**config.mk**
```make
export PLATFORM = sky130hd
export DESIGN_NAME = mem_arbiter
export DESIGN_NICKNAME = d
export VERILOG_FILES = /design/src/rtl/mem_arb_pkg.sv /design/src/rtl/mem_arb_timer.sv /design/src/rtl/mem_arbiter.sv
export VERILOG_INCLUDE_DIRS = /design/src /design/src/rtl
export SDC_FILE = /design/constraint.sdc
export NUM_CORES = 1
export LEC_CHECK = 0
export CORE_UTILIZATION = 40
export DETAILED_ROUTE_END_ITERATION = 10
export GPL_ROUTABILITY_DRIVEN = 0
export PLACE_DENSITY_LB_ADDON = 0.25
export SYNTH_ARGS = -nofsm -noshare
export SYNTH_HDL_FRONTEND = slang
export SYNTH_SLANG_ARGS = --single-unit
export TNS_END_PERCENT = 50
```
**constraint.sdc**
```tcl
create_clock -name clk -period 1.8 [get_ports clk]
set_clock_uncertainty 0.1 [all_clocks]
set_input_delay 0.27 -clock clk [delete_from_list [all_inputs] [get_ports clk]]
set_output_delay 0.27 -clock clk [all_outputs]
set_load 0.05 [all_outputs]
```
**src/rtl/common.svh**
```systemverilog
// Scalar and word typedefs shared across the memory subsystem.
`ifndef COMMON_SVH
`define COMMON_SVH
typedef logic        u1;
typedef logic [31:0] u32;
`endif

```
**src/rtl/mem_arb_pkg.sv**
```systemverilog
// mem_arb_pkg: state/owner types and the error read-data constant for mem_arbiter.
package mem_arb_pkg;
`include "common.svh"
    typedef enum logic [1:0] {IDLE, ACCESS, DONE} arb_state_t;
    typedef enum logic {OWN_CPU, OWN_LD} arb_owner_t;
    localparam u32 ARB_ERR_DATA = 32'hDEADBEEF;
endpackage

```
**src/rtl/mem_arb_timer.sv**
```systemverilog
// mem_arb_timer: loadable down-counter with an expiry pulse, used as the ACCESS watchdog.
// Only present when MEM_ARB_TIMEOUT_EN is defined.
`ifdef MEM_ARB_TIMEOUT_EN
module mem_arb_timer #(
    parameter int W = 8
) (
    input  logic         clk,
    input  logic         reset,
    input  logic         load,
    input  logic [W-1:0] load_val,
    input  logic         en,
    output logic         expired
);
    logic [W-1:0] cnt;

    always_ff @(posedge clk or negedge reset) begin
        if (!reset) begin
            cnt <= '0;
        end else if (load) begin
            cnt <= load_val;
        end else if (en && cnt != '0) begin
            cnt <= cnt - W'(1);
        end
    end

    assign expired = en && (cnt == '0);
endmodule
`endif

```
**src/rtl/mem_arbiter.sv**
```systemverilog
// mem_arbiter: round-robin sharing of the unified memory port between the CPU and the loader.
// Define MEM_ARB_TIMEOUT_EN to bound ACCESS by TIMEOUT cycles (completes with err and ARB_ERR_DATA).
module mem_arbiter
    import mem_arb_pkg::*;
#(
    parameter int AW      = 32,
    parameter int DW      = 32,
    parameter int TIMEOUT = 64
) (
    input  logic          clk,
    input  logic          reset,
    input  logic          cpu_req,
    input  logic          cpu_we,
    input  logic [AW-1:0] cpu_addr,
    input  logic [DW-1:0] cpu_wdata,
    output logic [DW-1:0] cpu_rdata,
    output logic          cpu_ready,
    input  logic          ld_req,
    input  logic          ld_we,
    input  logic [AW-1:0] ld_addr,
    input  logic [DW-1:0] ld_wdata,
    output logic [DW-1:0] ld_rdata,
    output logic          ld_ready,
    output logic          mem_en,
    output logic          mem_we,
    output logic [AW-1:0] mem_addr,
    output logic [DW-1:0] mem_wdata,
    input  logic [DW-1:0] mem_rdata,
    input  logic          mem_ack,
    output logic          owner,
    output logic          err
);
    arb_state_t state;
    arb_owner_t grant;
    arb_owner_t last;
    u1          cpu_elig;
    u1          ld_elig;
    u1          pick_ld;
    u1          acc_err;

    assign cpu_elig = cpu_req && !cpu_ready;
    assign ld_elig  = ld_req && !ld_ready;
    // The pointer only matters on a tie: the loader wins it when the CPU was served last.
    assign pick_ld  = ld_elig && (!cpu_elig || last == OWN_CPU);
    assign owner    = grant;

`ifdef MEM_ARB_TIMEOUT_EN
    localparam int TW = $clog2(TIMEOUT) + 1;
    u1 expired;

    mem_arb_timer #(.W(TW)) u_timer (
        .clk      (clk),
        .reset    (reset),
        .load     (state != ACCESS),
        .load_val (TW'(TIMEOUT - 1)),
        .en       (state == ACCESS),
        .expired  (expired)
    );

    assign acc_err = expired && !mem_ack;
`else
    assign acc_err = 1'b0;
    assign err     = 1'b0;
`endif

    always_ff @(posedge clk or negedge reset) begin
        if (!reset) begin
            state     <= IDLE;
            grant     <= OWN_LD;
            last      <= OWN_LD;
            mem_en    <= 1'b0;
            mem_we    <= 1'b0;
            mem_addr  <= '0;
            mem_wdata <= '0;
            cpu_rdata <= '0;
            ld_rdata  <= '0;
            cpu_ready <= 1'b0;
            ld_ready  <= 1'b0;
`ifdef MEM_ARB_TIMEOUT_EN
            err       <= 1'b0;
`endif
        end else begin
            cpu_ready <= 1'b0;
            ld_ready  <= 1'b0;
            unique case (state)
                IDLE: begin
                    if (cpu_elig || ld_elig) begin
                        grant     <= pick_ld ? OWN_LD : OWN_CPU;
                        mem_en    <= 1'b1;
                        mem_we    <= pick_ld ? ld_we    : cpu_we;
                        mem_addr  <= pick_ld ? ld_addr  : cpu_addr;
                        mem_wdata <= pick_ld ? ld_wdata : cpu_wdata;
                        state     <= ACCESS;
                    end
                end
                ACCESS: begin
                    if (mem_ack || acc_err) begin
                        mem_en <= 1'b0;
                        if (grant == OWN_LD) begin
                            ld_rdata <= mem_ack ? mem_rdata : DW'(ARB_ERR_DATA);
                            ld_ready <= 1'b1;
                        end else begin
                            cpu_rdata <= mem_ack ? mem_rdata : DW'(ARB_ERR_DATA);
                            cpu_ready <= 1'b1;
                        end
`ifdef MEM_ARB_TIMEOUT_EN
                        err <= acc_err;
`endif
                        state <= DONE;
                    end
                end
                DONE: begin
                    last  <= grant;
`ifdef MEM_ARB_TIMEOUT_EN
                    err   <= 1'b0;
`endif
                    state <= IDLE;
                end
                default: state <= IDLE;
            endcase
        end
    end
endmodule

```
* Yosys cells after proc, flatten, opt, wreduce, memory -nomap -nowiden
Cells that the tools add are included.
** Cells by class
- Mux-type cells :: 16
- Bitwise logic cells :: 2
- Reductions and logical operators :: 15
- Equality and inequality tests :: 4
** Operator list (number)
- $mux 32 :: 2
- $mux 1 :: 10
- $reduce_and 3->1 :: 3
- $mux 2 :: 2
- $ne 2x2->1 const B :: 2
- $pmux 2 s2 :: 1
- $reduce_and 2->1 :: 2
- $logic_and 1x1->1 :: 3
- $logic_not 1->1 :: 3
- $eq 2x1->1 const B :: 1
- $eq 2x2->1 const B :: 1
- $logic_not 2->1 :: 1
- $logic_or 1x1->1 :: 2
- $not 1->1 :: 2
- $pmux 1 s2 :: 1
- $reduce_bool 2->1 :: 1
** Word-level totals
- Flip-flop bits (word level) :: 136
- Output and inout port bits :: 134
- Word-level logic and storage cells :: 48
- Input port bits :: 167

* Depth between registers and ports, before layout
Gate-level depths: netlist of run 1.
- Word-level depth :: 6
- Depth in mapped cells :: 7
- Mapped depth without buffers :: 4

* Least setup slack after synthesis of run 1
OpenSTA, ideal clock, no wires.
- Path kind :: register to register
- From :: register ld_ready
- To :: register state[0]
- Setup slack :: 126 ps
- Arrival :: 1447 ps
- Cell stages (with the launch flop) :: 6
- Buffers on the path :: 2
- Setup time :: 127 ps
- Period minus slack after synthesis :: 1674 ps
- Required time :: 1573 ps
- Path through :: dfrtp_1 -> nor2b_4 -> o21a_1 -> buf_6 -> buf_6 -> or2_2
** Between the ends
- Longest elaborated chain between the ends :: 5
** RTL lines
- start, declared :: line mem_arbiter.sv:23 : output logic ld_ready,
- start signal, assigned :: line mem_arbiter.sv:78 : ld_ready <= 1'b0;
- start signal, assigned :: line mem_arbiter.sv:84 : ld_ready <= 1'b0;
- start signal, assigned :: line mem_arbiter.sv:101 : ld_ready <= 1'b1;
- $logic_not 1->1 :: line mem_arbiter.sv:42 : assign ld_elig = ld_req && !ld_ready;
- $logic_and 1x1->1 :: line mem_arbiter.sv:42
- $logic_or 1x1->1 :: line mem_arbiter.sv:87 : if (cpu_elig || ld_elig) begin
- $ne 2x2->1 (no line)
- $reduce_and 2->1 (no line)
- end signal, assigned :: line mem_arbiter.sv:68 : state <= IDLE;
- end signal, assigned :: line mem_arbiter.sv:93 : state <= ACCESS;
- end signal, assigned :: line mem_arbiter.sv:109 : state <= DONE;
- end, declared :: line mem_arbiter.sv:33 : arb_state_t state;
Every way passes these cells.
A chain may end at the register's enable or synchronous reset.

* Worst setup path in the final report of run 1
- From :: register grant (netlist: owner)
- To :: output port owner
** RTL lines
- start, declared :: line mem_arbiter.sv:34 : arb_owner_t grant;
- start signal, assigned :: line mem_arbiter.sv:88 : grant <= pick_ld ? OWN_LD : OWN_CPU;
- end, declared :: line mem_arbiter.sv:30 : output logic owner,
No word-level cell between the ends.

==> results.yml, run 1 <==
status:
  outcome: "complete, no violations"
sta:
  fin_crit_ps: 1580
  hold_viol_final: 0
  rsz0062_at_grt: "no"
  setup_viol: 0
  fin_tns_setup_ps: 0
  setup_ws_ps: 217
  maxSlewViolCount: 0
  max_freq_mhz: 632
  final.period_utilization: 0.879
cts:
  clock_sinks: 136
  clock_latency_ps: 410
  cts_max_level: 4
  clk_path_buf_depth: 2
  numCtsBuffers: 17
  cts-root-buf: "clkbuf_16"
  cts_tree: "yes"
  post-cts-setup-buffer-count: 0
  clk_pin_slew_worst_paths_ps: 60
routing:
  vias: 4962
  route.top_layer_used: "met4"
  wl_met3_um: 1360
  drtPass1Iterations: 6
  viasPerCell: 4.92
  drtAntennaViolNets: 0
  wirelength_um: 17100
  drt_iter0_markers: 228
  m1WireLength_um: 6630
  met2_wirelength_um: 8760
  wl_per_cell_um: 17.0
  drc: 0
global_route:
  grt_overflow: 0
  grt_use_total: 0.233
  grt_max_degree: 52
  antenna_found_initial: 0
  grt_pass1_wl_um: 26300
  grt_pass1_vias: 5176
yosys:
  ys_ff_latch: 136
  synth_area_sq_um: 5800
  synth.distinct_cells: 27
  yosys-top-cells-area: "dfrtp_1 58%, nand2_1 8.5%, mux2_4 7.8%, a31oi_1 7.0%, mux2_1 5.6%"
  synth_top_cell_by_area: "dfrtp_1"
  ys_warn_count: 0
  synthCells: 515
  syn_area_per_cell_sq_um: 11.3
  netlist.area_leader.share: 0.578
  syn_nets: 682
  ys_seq_area_frac: 0.587
power_and_ir_drop:
  combPwrFrac: 0.564
  p_total_w: 0.0212
  p_int_w: 0.0111
  clock_power_share: 0.173
  power_frac_seq: 0.263
  ir_worst_vdd_uv: 1400
  p_leak_nw: 4.30
  p_switching_w: 0.0101
  power_density_nw_per_um2: 2270
  p_sw_frac: 0.478
worst_setup_path:
  worstSetupEndpointType: "output port"
  worst-path-stages: 1
  reg2reg_to: "cpu_rdata[11]"
  cp_slowest_cell: "dfstp_2"
  cp_top_family: "flip-flops"
  critPathMaxStageDelay_ps: 630
  r2r_start: "state[1]"
  cp_max_fo: 5
  path_cells: "buf_12"
  cp_data_required_time_ps: 1430
  criticalPathCategory: "reg2out"
  reg2regPathDepth: 4
  cp.buffers_inverters: 1
  reg2reg_slack_ps: 270
  cp-start-kind: "register"
  arrival_ps: 1210
final_layout:
  fin_nets: 982
  antennaDiodeCount: 0
  layout-drive-gt1-share: 0.278
  synthToLayoutAreaGrowth_pct: 61.3
  design_area_sq_um: 9360
floorplanning:
  core_sq_um: 14000
  die_w_um: 122
  fp.dieH_um: 122
  ios: 301
  initial_core_util: 0.413
  rows: 43
  dieArea_sq_um: 15000
placement:
  io_buffers: 299
  dpl.hpwl_um: 12700
  place_area_sq_um: 8720
  place_ws_ps: -45.7
min_path:
  hold_path_class: "in2async"
job:
  drv_cap: 0
flip-flops by register name, summed over array words and instances, names as in the netlist:
register and flops:
owner 1, ld_rdata 32, last 1, mem_addr 32
ld_ready 1, cpu_rdata 32, mem_en 1, cpu_ready 1
mem_wdata 32, state 2, mem_we 1
stage by stage:
stage	cells	utilization	hold slack, ps
floorplan	515	-	-126
global placement	975	0.621	41.4
detailed placement	975	0.621	48.3
CTS	1008	0.666	171
global route	1008	0.666	193
finish	1008	0.666	192
timing repair:
item                                   in CTS  in global routing
hold buffers                                1                  0
endpoints found under the hold margin     136                  0
resized for setup                           0                  0
setup endpoints to repair                   0                  0
cell families after synthesis:
| kind of cell | synth area share |
|---|---|
| AOI/OAI and AO/OA | 0.0727 |
| other | 0.000646 |
| DFF | 0.587 |
| buffers and inverters | 0.0483 |
| and+or+nand+nor | 0.144 |
| muxes | 0.147 |
cell usage in the layout, fill, tap and decap left out, drive strengths merged, types with 4 or more instances in the layout:
cell	count
clkdlybuf4s50	165
buf	151
dfrtp	134
nand2	132
nor2	67
mux2	66
a31oi	65
clkbuf	20
clkinvlp	4
bufinv	4
clkinv	4
area by class of cell:
type	count	area, sq um
fill	1093	4680
sequential	136	3410
timing repair buffer	317	2960
multi-input combinational	341	2130
clock buffer	20	457
tap	180	225
clock inverter	12	174
inverter	2	7.51
layer usage:
layer | vias up | track usage
li1 | 2336 | -
met1 | 2380 | 0.264
met2 | 213 | 0.404
met3 | 33 | 0.0702
met4 | 0 | 0.101
met5 | - | 0
Yosys cell counts:
library cell	count
nand3b_1	1
nor2b_4	1
inv_2	1
mux2_1	29
or2_2	1
conb_1	1
mux2_2	7
dfrtp_1	134
mux2_4	30
nand2_1	131
inv_1	1
nand3b_4	1
nor2_4	1
o21a_1	1
buf_4	11
clkbuf_1	3
buf_6	11
a31oi_1	65
buf_2	11
nor2b_1	1
nand2_4	1
a21o_1	1
nand2b_1	1
and2_1	1
dfstp_2	2
nor2_1	66
nor3b_1	1
worst max path at each step:
stage / startpoint / to / slack, ps
6_report: owner / owner / 220
5_1_grt: state[0] / mem_addr[29] / 170
4_1_cts: owner / owner / 180
3_5_place_dp: cpu_req / mem_addr[29] / -50
3_3_place_gp: mem_ack / cpu_rdata[0] / -3
2_1_floorplan: ld_ready / state[0] / 130
power groups by stage:
| stage | logic [W] | clock network, W | registers (W) |
|---|---|---|---|
| floorplan | 0.00299 | 0 | 0.0107 |
| global placement | 0.0119 | 0 | 0.00554 |
| detailed placement | 0.0120 | 0 | 0.00560 |
| CTS | 0.0121 | 0.00374 | 0.00559 |
| global route | 0.0126 | 0.00390 | 0.00577 |
| finish | 0.0120 | 0.00366 | 0.00558 |
Power figures use the tool's default switching activity.
==> inputs of run 2 (changes only) <==
Settings changed: CTS_CLUSTER_SIZE set to 25, GPL_ROUTABILITY_DRIVEN 0 to 1.
==> results of run 2 <==
Final layout, timing and power as in run 1 (identical DEF).
